$ cat src/rtl/ahb_master_arbiter.sv
// ---------------------------------------------------------------------------
// ahb_master_arbiter
//
// Shares one AHB-Lite Master application port between NUM_REQ requesters.
// Round-robin arbitration, grant locked for the duration of a burst, and
// pipelined address/data phases: each beat's write data is presented to the
// Master one cycle after its address. BUSY beats are inserted while a burst
// owner stalls. Read data and error responses are routed back to the
// requester that owns the beat currently in its data phase.
//
// Ports:
//   HCLK, HRESET            clock, synchronous active-high reset
//   req_valid/opcode/addr/wdata/last   per-requester beat request
//   req_ready               beat accepted this cycle (one-hot)
//   rsp_valid               data phase of this requester's beat completed
//   rsp_rdata, rsp_error    shared response, qualified by rsp_valid
//   owner                   index of current/last granted requester
//   m_enable/new_trans/busy/opcode/addr/data_in   to the Master
//   m_data_out/data_valid/error/wait              from the Master
// ---------------------------------------------------------------------------
module ahb_master_arbiter #(
    parameter int NUM_REQ = 2,
    parameter int IDW     = (NUM_REQ > 2) ? 2 : 1
) (
    input  logic                  HCLK,
    input  logic                  HRESET,
    input  logic [NUM_REQ-1:0]    req_valid,
    input  logic [4*NUM_REQ-1:0]  req_opcode,
    input  logic [32*NUM_REQ-1:0] req_addr,
    input  logic [32*NUM_REQ-1:0] req_wdata,
    input  logic [NUM_REQ-1:0]    req_last,
    output logic [NUM_REQ-1:0]    req_ready,
    output logic [NUM_REQ-1:0]    rsp_valid,
    output logic [31:0]           rsp_rdata,
    output logic                  rsp_error,
    output logic [IDW-1:0]        owner,
    output logic                  m_enable,
    output logic                  m_new_trans,
    output logic                  m_busy,
    output logic [3:0]            m_opcode,
    output logic [31:0]           m_addr,
    output logic [31:0]           m_data_in,
    input  logic [31:0]           m_data_out,
    input  logic                  m_data_valid,
    input  logic                  m_error,
    input  logic                  m_wait
);

    localparam int unsigned NREQ_U = NUM_REQ;

    typedef enum logic [1:0] {
        IDLE   = 2'd0,
        SINGLE = 2'd1,
        BURST  = 2'd2
    } state_t;

    state_t         state, state_nxt;
    logic [IDW-1:0] rr_ptr, rr_nxt;

    // Data-phase register: the beat whose write data / response is in flight.
    logic           dphase_vld;
    logic [IDW-1:0] dphase_owner;
    logic [31:0]    dphase_wdata;

    // Last values driven to the Master; used for hold and wait-freeze.
    logic           en_q, nt_q, busy_q;
    logic [3:0]     op_q;
    logic [31:0]    addr_q;

    logic [3:0]     op_arr    [NUM_REQ];
    logic [31:0]    addr_arr  [NUM_REQ];
    logic [31:0]    wdata_arr [NUM_REQ];

    logic           win_found;
    logic [IDW-1:0] win_idx;
    logic [IDW-1:0] cand;
    logic           issue, complete, abort;
    logic           beat_burst, beat_last;

    // The Master's data_valid is redundant with m_wait for completion.
    logic unused_m_data_valid;
    assign unused_m_data_valid = m_data_valid;

    for (genvar g = 0; g < NUM_REQ; g++) begin : g_unpack
        assign op_arr[g]    = req_opcode[4*g +: 4];
        assign addr_arr[g]  = req_addr[32*g +: 32];
        assign wdata_arr[g] = req_wdata[32*g +: 32];
    end

    function automatic logic [IDW-1:0] inc_idx(input logic [IDW-1:0] i);
        return (32'(i) >= NREQ_U - 1) ? '0 : i + IDW'(1);
    endfunction

    // Winner selection: locked owner during a burst, otherwise the first
    // valid requester scanning upward from rr_ptr with wrap.
    always_comb begin
        win_found = 1'b0;
        win_idx   = owner;
        cand      = '0;
        if (state == BURST) begin
            win_found = req_valid[owner];
        end else begin
            for (int unsigned k = 0; k < NREQ_U; k++) begin
                cand = IDW'((32'(rr_ptr) + k) % NREQ_U);
                if (!win_found && req_valid[cand]) begin
                    win_found = 1'b1;
                    win_idx   = cand;
                end
            end
        end
    end

    assign issue      = win_found & ~m_wait & ~HRESET;
    assign complete   = dphase_vld & ~m_wait & ~HRESET;
    assign abort      = complete & m_error & (state == BURST);
    assign beat_burst = op_arr[win_idx][3];
    assign beat_last  = ~beat_burst | req_last[win_idx];

    // State register
    always_ff @(posedge HCLK) begin
        if (HRESET) begin
            state        <= IDLE;
            rr_ptr       <= '0;
            owner        <= '0;
            dphase_vld   <= 1'b0;
            dphase_owner <= '0;
            dphase_wdata <= '0;
            en_q         <= 1'b0;
            nt_q         <= 1'b0;
            busy_q       <= 1'b0;
            op_q         <= '0;
            addr_q       <= '0;
        end else begin
            state  <= state_nxt;
            rr_ptr <= rr_nxt;
            en_q   <= m_enable;
            nt_q   <= m_new_trans;
            busy_q <= m_busy;
            op_q   <= m_opcode;
            addr_q <= m_addr;
            if (issue) begin
                owner        <= win_idx;
                dphase_vld   <= 1'b1;
                dphase_owner <= win_idx;
                dphase_wdata <= wdata_arr[win_idx];
            end else if (complete) begin
                dphase_vld <= 1'b0;
            end
        end
    end

    // Next-state logic. An erroring burst completion overrides the normal
    // transition: the lock is dropped even if the owner issued a beat in the
    // same cycle (that beat still completes through the data-phase register).
    always_comb begin
        state_nxt = state;
        rr_nxt    = rr_ptr;
        if (!m_wait) begin
            if (issue) begin
                state_nxt = beat_last ? SINGLE : BURST;
            end else if (state != BURST) begin
                state_nxt = IDLE;
            end
            if (issue && beat_last) begin
                rr_nxt = inc_idx(win_idx);
            end
            if (abort) begin
                state_nxt = IDLE;
                rr_nxt    = inc_idx(owner);
            end
        end
    end

    // Output logic
    always_comb begin
        m_enable    = en_q;
        m_new_trans = nt_q;
        m_busy      = busy_q;
        m_opcode    = op_q;
        m_addr      = addr_q;
        req_ready   = '0;
        rsp_valid   = '0;

        if (issue) begin
            m_enable    = 1'b1;
            m_new_trans = (state != BURST);
            m_busy      = 1'b0;
            m_opcode    = op_arr[win_idx];
            m_addr      = addr_arr[win_idx];
            req_ready[win_idx] = 1'b1;
        end else if (state == BURST) begin
            // Owner stalled mid-burst: BUSY beat, address/opcode held.
            m_enable    = 1'b1;
            m_new_trans = 1'b0;
            m_busy      = 1'b1;
        end else if (dphase_vld) begin
            m_enable    = 1'b1;
            m_new_trans = 1'b0;
            m_busy      = 1'b0;
            m_opcode    = {1'b0, op_q[2:0]};
        end else begin
            m_enable    = 1'b0;
        end

        // Master stall: everything toward it freezes.
        if (m_wait) begin
            m_enable    = en_q;
            m_new_trans = nt_q;
            m_busy      = busy_q;
            m_opcode    = op_q;
            m_addr      = addr_q;
        end

        if (complete) begin
            rsp_valid[dphase_owner] = 1'b1;
        end
        rsp_rdata = complete ? m_data_out : '0;
        rsp_error = complete & m_error;
        m_data_in = dphase_wdata;

        if (HRESET) begin
            m_enable    = 1'b0;
            m_new_trans = 1'b0;
            m_busy      = 1'b0;
            m_opcode    = '0;
            m_addr      = '0;
            m_data_in   = '0;
            req_ready   = '0;
        end
    end

endmodule

$ cat config.mk
export PLATFORM = sky130hd
export DESIGN_NAME = ahb_master_arbiter
export DESIGN_NICKNAME = d
export VERILOG_FILES = /design/src/rtl/ahb_master_arbiter.sv
export SDC_FILE = /design/constraint.sdc
export NUM_CORES = 1
export LEC_CHECK = 0
export CAP_MARGIN = 15
export CELL_PAD_IN_SITES_DETAIL_PLACEMENT = 1
export CELL_PAD_IN_SITES_GLOBAL_PLACEMENT = 2
export CORE_MARGIN = 3
export CORE_UTILIZATION = 20
export CTS_CLUSTER_SIZE = 14
export DETAILED_ROUTE_END_ITERATION = 7
export HOLD_SLACK_MARGIN = 0.08
export PLACE_DENSITY_LB_ADDON = 0.1
export SLEW_MARGIN = 20
export SYNTH_ARGS = -nofsm -noshare
export SYNTH_HDL_FRONTEND = slang
export SYNTH_SLANG_ARGS = --single-unit
$ cat constraint.sdc
create_clock -name HCLK -period 5.3 [get_ports HCLK]
set_clock_uncertainty 0.15 [all_clocks]
set_input_delay 1.06 -clock HCLK [delete_from_list [all_inputs] [get_ports HCLK]]
set_output_delay 1.06 -clock HCLK [all_outputs]
set_load 0.02 [all_outputs]
==> flow_summary.ini, run 1 <==
[run_status]
status = complete, no violations

[worst_setup_path]
r2r_cells = 7
crit_slowest_cell = clkdlybuf4s50_1
crit_cells = 7
endpoint = m_addr[14]
cpLargestDelayFamily = buffers and inverters
crit-reg2reg-launch = state[1]
cp-startpoint = req_valid[1]
path_class = in2out
worst-path-buf-inv = 3
cp_max_fo = 22
path_cells = clkdlybuf4s50_1 -> a21oi_1 -> nor2_8 -> buf_4 -> mux2i_1 -> a211oi_1 -> clkdlybuf4s50_1
ff2ff_setup_slack_ns = 3.00
start_kind = input port
cp_common_cell = clkdlybuf4s50_1
worstPathRequired_ns = 4.09
critPathMaxStageDelay_ns = 0.66
reg2reg_to = dphase_wdata[28]
endpoint_kind = primary output
critPathArrivalTime_ns = 3.61

[global_route]
antenna_found_initial = 0
grt_pass1_vias = 4641
grt-ovfl-total = 0
grt_max_degree = 63
grt_pass1_wl_mm = 23.9
gr-usage-all-layers_pct = 13.2

[timing]
setup_viol = 0
maxSlewHeadroom_pct = 55.5
grt_setup_unrepaired = no
max_freq_mhz = 208
hold_viol = 0
setup_slack_ns = 0.484
fin_crit_ns = 4.82
fin_tns_setup_ns = 0
tightest_slew_ns = 0.668
fin_crit_sh_pct = 90.9
drv_slew = 0

[finish]
fin_nets = 921
diodes = 0
final_util_pct = 37.2
drive_gt1_share_pct = 5.21
area_growth_pct = 80.9

[routing]
avgViaCountPerCell = 4.42
route.detailed.drc = 0
avgRoutedWirePerCell_um = 15.4
num_vias = 4508
firstDrtPassIters = 4
drt_iter0_markers = 79
postRouteAntennaNets = 0
drt_wl_total_mm = 15.7

[cts]
clk_path_buf_depth = 2
root_buffer = clkbuf_16
cts-resized-gates = 0
clkSinkCount = 76
post_cts_buffers = 0
cts_htree_levels = 3
worstSkewPairLatency_ns = 0.33
cts-hold-fix-buffers = 0
cts_buffers = 9
cts_tree = yes
clkTransAtPathRegs_ns = 0.06

[logic_synthesis]
synth_area_leaders = dfxtp_1 (36%), a211oi_1 (18%), mux2i_1 (16%), nor2_1 (6.4%), and2_1 (5.2%)
postSynthAreaPerCell_um2 = 8.71
synthFlopType = dfxtp_1
yosysMostFrequentCell = a211oi_1
synth_edf_count = 0
synthTopCellsByCount = a211oi_1 (102), dfxtp_1 (76), nor2_1 (72), mux2i_1 (69), and2_1 (35)
syn_inst = 484
async_reset_ff_share_pct = 0
ys_seq_area_share_pct = 36.1
synth_top_cell_by_area = dfxtp_1
ys_types = 32
yosys_register_bits = 76
synthesis.area_mm2 = 0.00422
syn-num-nets = 661
yosys_warnings = 0
synth_top_area_share_pct = 36.1

[floorplanning]
io_pins = 286
row_count = 52
die_h_um = 151
start_util_pct = 20.6
coreArea_mm2 = 0.0205
die_area_mm2 = 0.0229
die_x_um = 151

[place]
pre_cts_ws_ns = 0.454
globalplace.congestion = 0.729
portBuffers = 284
dp_hpwl_mm = 12.4

[power]
ir_drop_v = 0.000147
total_leakage_power_nw = 2.72
p_per_area_mw_per_mm2 = 245

[min_path]
hold_start = rr_ptr
hold_path_class = reg2reg

[flow_run]
drv_cap = 0
## worst min path at each step
stage                         to  cells after the start
after floorplan           rr_ptr                      2
after CTS                 rr_ptr                      2
after global placement    rr_ptr                      2
final                     rr_ptr                      2
after global routing      rr_ptr                      2
after detailed placement  rr_ptr                      2
## cells by family after synthesis
kind of cell    synth area share [%]
flops                           36.1
mux                             16.7
compound gates                  21.5
simple gates                    20.3
buf+inv                         5.43
## registers in the layout, indices dropped and copies added (netlist names)
signal        flops
busy_q            1
dphase_vld        1
op_q              4
nt_q              1
addr_q           32
rr_ptr            1
dphase_wdata     32
dphase_owner      1
en_q              1
state             2
## layout by cell type (no fill, tap or decap), types with 7 or more instances in the layout
cell / netlist / layout
a21oi_1: 8 / 8
and2_1: 35 / 35
clkbuf_16: 0 / 9
a211oi_1: 102 / 102
nand2_1: 7 / 7
buf_4: 6 / 12
nor2_1: 72 / 72
nor2b_1: 34 / 34
dfxtp_1: 76 / 76
mux2i_1: 69 / 69
clkdlybuf4s50_1: 0 / 283
## stage by stage
stage / cells / total power, W / cell area [um^2] / hold WS [ns]
after global placement: 1003 / 0.00125 / 7320 / 0.309
after global routing: 1019 / 0.00198 / 7620 / 0.361
after detailed placement: 1003 / 0.00127 / 7320 / 0.314
final: 1019 / 0.00187 / 7620 / 0.316
after CTS: 1019 / 0.00191 / 7620 / 0.324
after floorplan: 484 / 0.000974 / 4220 / 0.289
## final cells by class
cell class                      count  area [um^2]
Clock buffer                       11          243
Clock inverter                      5         60.1
Fill cell                        2377        12900
Inverter                            2         7.51
Multi-Input combinational cell    357         2470
Sequential cell                    76         1520
Tap cell                          270          338
Timing Repair Buffer              298         2980
## report_power, final
part	switching [W]	internal, W
logic	0.000284	0.000314
clock network	0.000243	0.000379
registers	0.0000197	0.000625
## metal layers
layer / routed length [um] / vias to the layer above / GRT usage (%)
li1: - / 2271 / -
met1: 6070 / 2084 / 14.4
met2: 8150 / 145 / 24.3
met3: 1350 / 8 / 4.94
met4: 116 / 0 / 2.99
met5: 0 / - / 0
## tightest hold or removal path, delay by kind of cell, from the launching register on
family	cells	cell delay [ns]
DFF	1	0.31
muxes	1	0.05
and+or+nand+nor	1	0.05
No activity file was read; power rests on OpenSTA's default activity.
==> run 2, diff against run 1 <==
- CORE_UTILIZATION: 20 -> 36
- DONT_BUFFER_PORTS: default -> 1
- SLEW_MARGIN: 20 -> 40
==> run 2 against run 1 <==
  * Via count fell by 24%
  * Cell count fell by 41%
  * First-iteration DRC count rose by 110%
  * Non-clock buffer count fell by 289
  * Setup slack improved by 0.41 ns
  * Critical path depth fell by 1
  * Count of clock-buffer cells in the layout fell by 2
  * Die area fell by 43%
  * Final area fell by 40%
  * Total power fell by 9.2%
  * Sequential cell count did not move
  * Sequential share of layout area rose by 13 points
  * Critical path type unchanged
==> flow_summary.ini, run 2 (synthesized netlist as in run 1, its figures left out) <==
[floorplanning]
io_pins = 286
start_util_pct = 37.9
die_area_mm2 = 0.0130
die_h_um = 114
coreArea_mm2 = 0.0111
row_count = 38
die_x_um = 114

[routing]
drt_wl_total_mm = 11.3
drt_iter0_markers = 166
avgViaCountPerCell = 5.74
firstDrtPassIters = 4
num_vias = 3443
route.detailed.drc = 0
postRouteAntennaNets = 0
avgRoutedWirePerCell_um = 18.9

[worst_setup_path]
r2r_cells = 5
worstPathRequired_ns = 4.09
endpoint_kind = primary output
critPathArrivalTime_ns = 3.20
start_kind = input port
cp_max_fo = 34
path_class = in2out

[place]
portBuffers = 0
globalplace.congestion = 0.684
dp.cells = 584
dp_hpwl_mm = 8.22

[timing]
hold_viol = 0
fin_crit_sh_pct = 83.2
max_freq_mhz = 227
fin_tns_setup_ns = 0
maxSlewHeadroom_pct = 41.9
setup_viol = 0
fin_crit_ns = 4.41
drv_slew = 0
tightest_slew_ns = 0.866
grt_setup_unrepaired = no

[finish]
finalNonFillerCells = 600
final-seq-area_mm2 = 0.00152
area_growth_pct = 8.76
final_common_cell = a211oi_1
diodes = 0
reg.largest.list = addr_q x32, dphase_wdata x32, op_q x4
drive_gt1_share_pct = 7.39
fin_nets = 632
num-fill-cells = 1287
final_cell_mix = a211oi_1 (102), dfxtp_1 (76), nor2_1 (72)
multi_input_area_mm2 = 0.00247
final_util_pct = 41.2

[global_route]
grt-ovfl-total = 0
grt_pass1_vias = 3278
antenna_found_initial = 0
gr-usage-all-layers_pct = 16.4
grt_pass1_wl_mm = 17.2
grt_max_degree = 151

[min_path]
hold_path_class = reg2reg
hold_path_depth = 2

[cts]
post_cts_buffers = 0
cts_htree_levels = 3
root_buffer = clkbuf_16
cts_tree = yes
cts-resized-gates = 0
clkTransAtPathRegs_ns = 0.06
cts-hold-fix-buffers = 0
cts_buffers = 9
clkSinkCount = 76
worstSkewPairLatency_ns = 0.33
clk_path_buf_depth = 2

[power]
ir_drop_v = 0.000206
p_per_area_mw_per_mm2 = 369
total_leakage_power_nw = 1.63

[flow_run]
drv_cap = 0

[run_status]
status = complete, no violations
-- run 2: cell count changes in the layout (fill, tap and decap cells not counted), moves of 2 or more --
| cell | previous run | this run |
|---|---|---|
| buf_12 | 3 | 0 |
| buf_4 | 12 | 9 |
| bufinv_16 | 1 | 3 |
| clkdlybuf4s50_1 | 283 | 0 |
-- run 2: layout make-up --
class | instances | area share (%)
inverter | 2 | 0.164
sequential | 76 | 33.2
tap | 140 | 3.82
timing repair buffer | 9 | 1.47
clock buffer | 9 | 4.91
multi-input combinational | 357 | 53.9
clock inverter | 7 | 2.51
-- run 2: critical path: stages --
cell      delay [ns]
nand2_1         0.04
and3_4          0.21
nor2_8          0.59
buf_4           0.40
mux2i_1         0.16
a211oi_1        0.71
-- run 2: worst paths after layout --
kind | start | endpoint | slack, ns
max | req_valid[1] | m_addr[1] | 0.89
min | rr_ptr | rr_ptr | 0.32
max reg2reg | dphase_owner | addr_q[1] | 2.75
min reg2reg | rr_ptr | rr_ptr | 0.32
-- run 2: per-stage QoR --
step           power [W]  hold WS, ns  setup slack, ns  area, um^2
4_1_cts          0.00173        0.325            0.847        4580
5_1_grt          0.00179        0.356            0.742        4580
3_3_place_gp     0.00100        0.301            0.875        4240
6_report         0.00169        0.324            0.892        4580
2_1_floorplan   0.000974        0.289             1.55        4220
3_5_place_dp     0.00101        0.315            0.850        4240
-- run 2: power breakdown --
group	switching, W	total [W]	internal [W]
clock network	0.000241	0.000699	0.000458
registers	0.0000205	0.000646	0.000625
logic	0.000227	0.000349	0.000122
total	0.000488	0.00169	0.00121
-- run 2: layer usage --
metal	share of wire, %	up-vias	track usage (%)
met4	0.71	0	3.33
met5	0	-	0
met3	8.9	6	7.14
li1	-	1692	-
met2	49	152	27.0
met1	41	1593	20.0
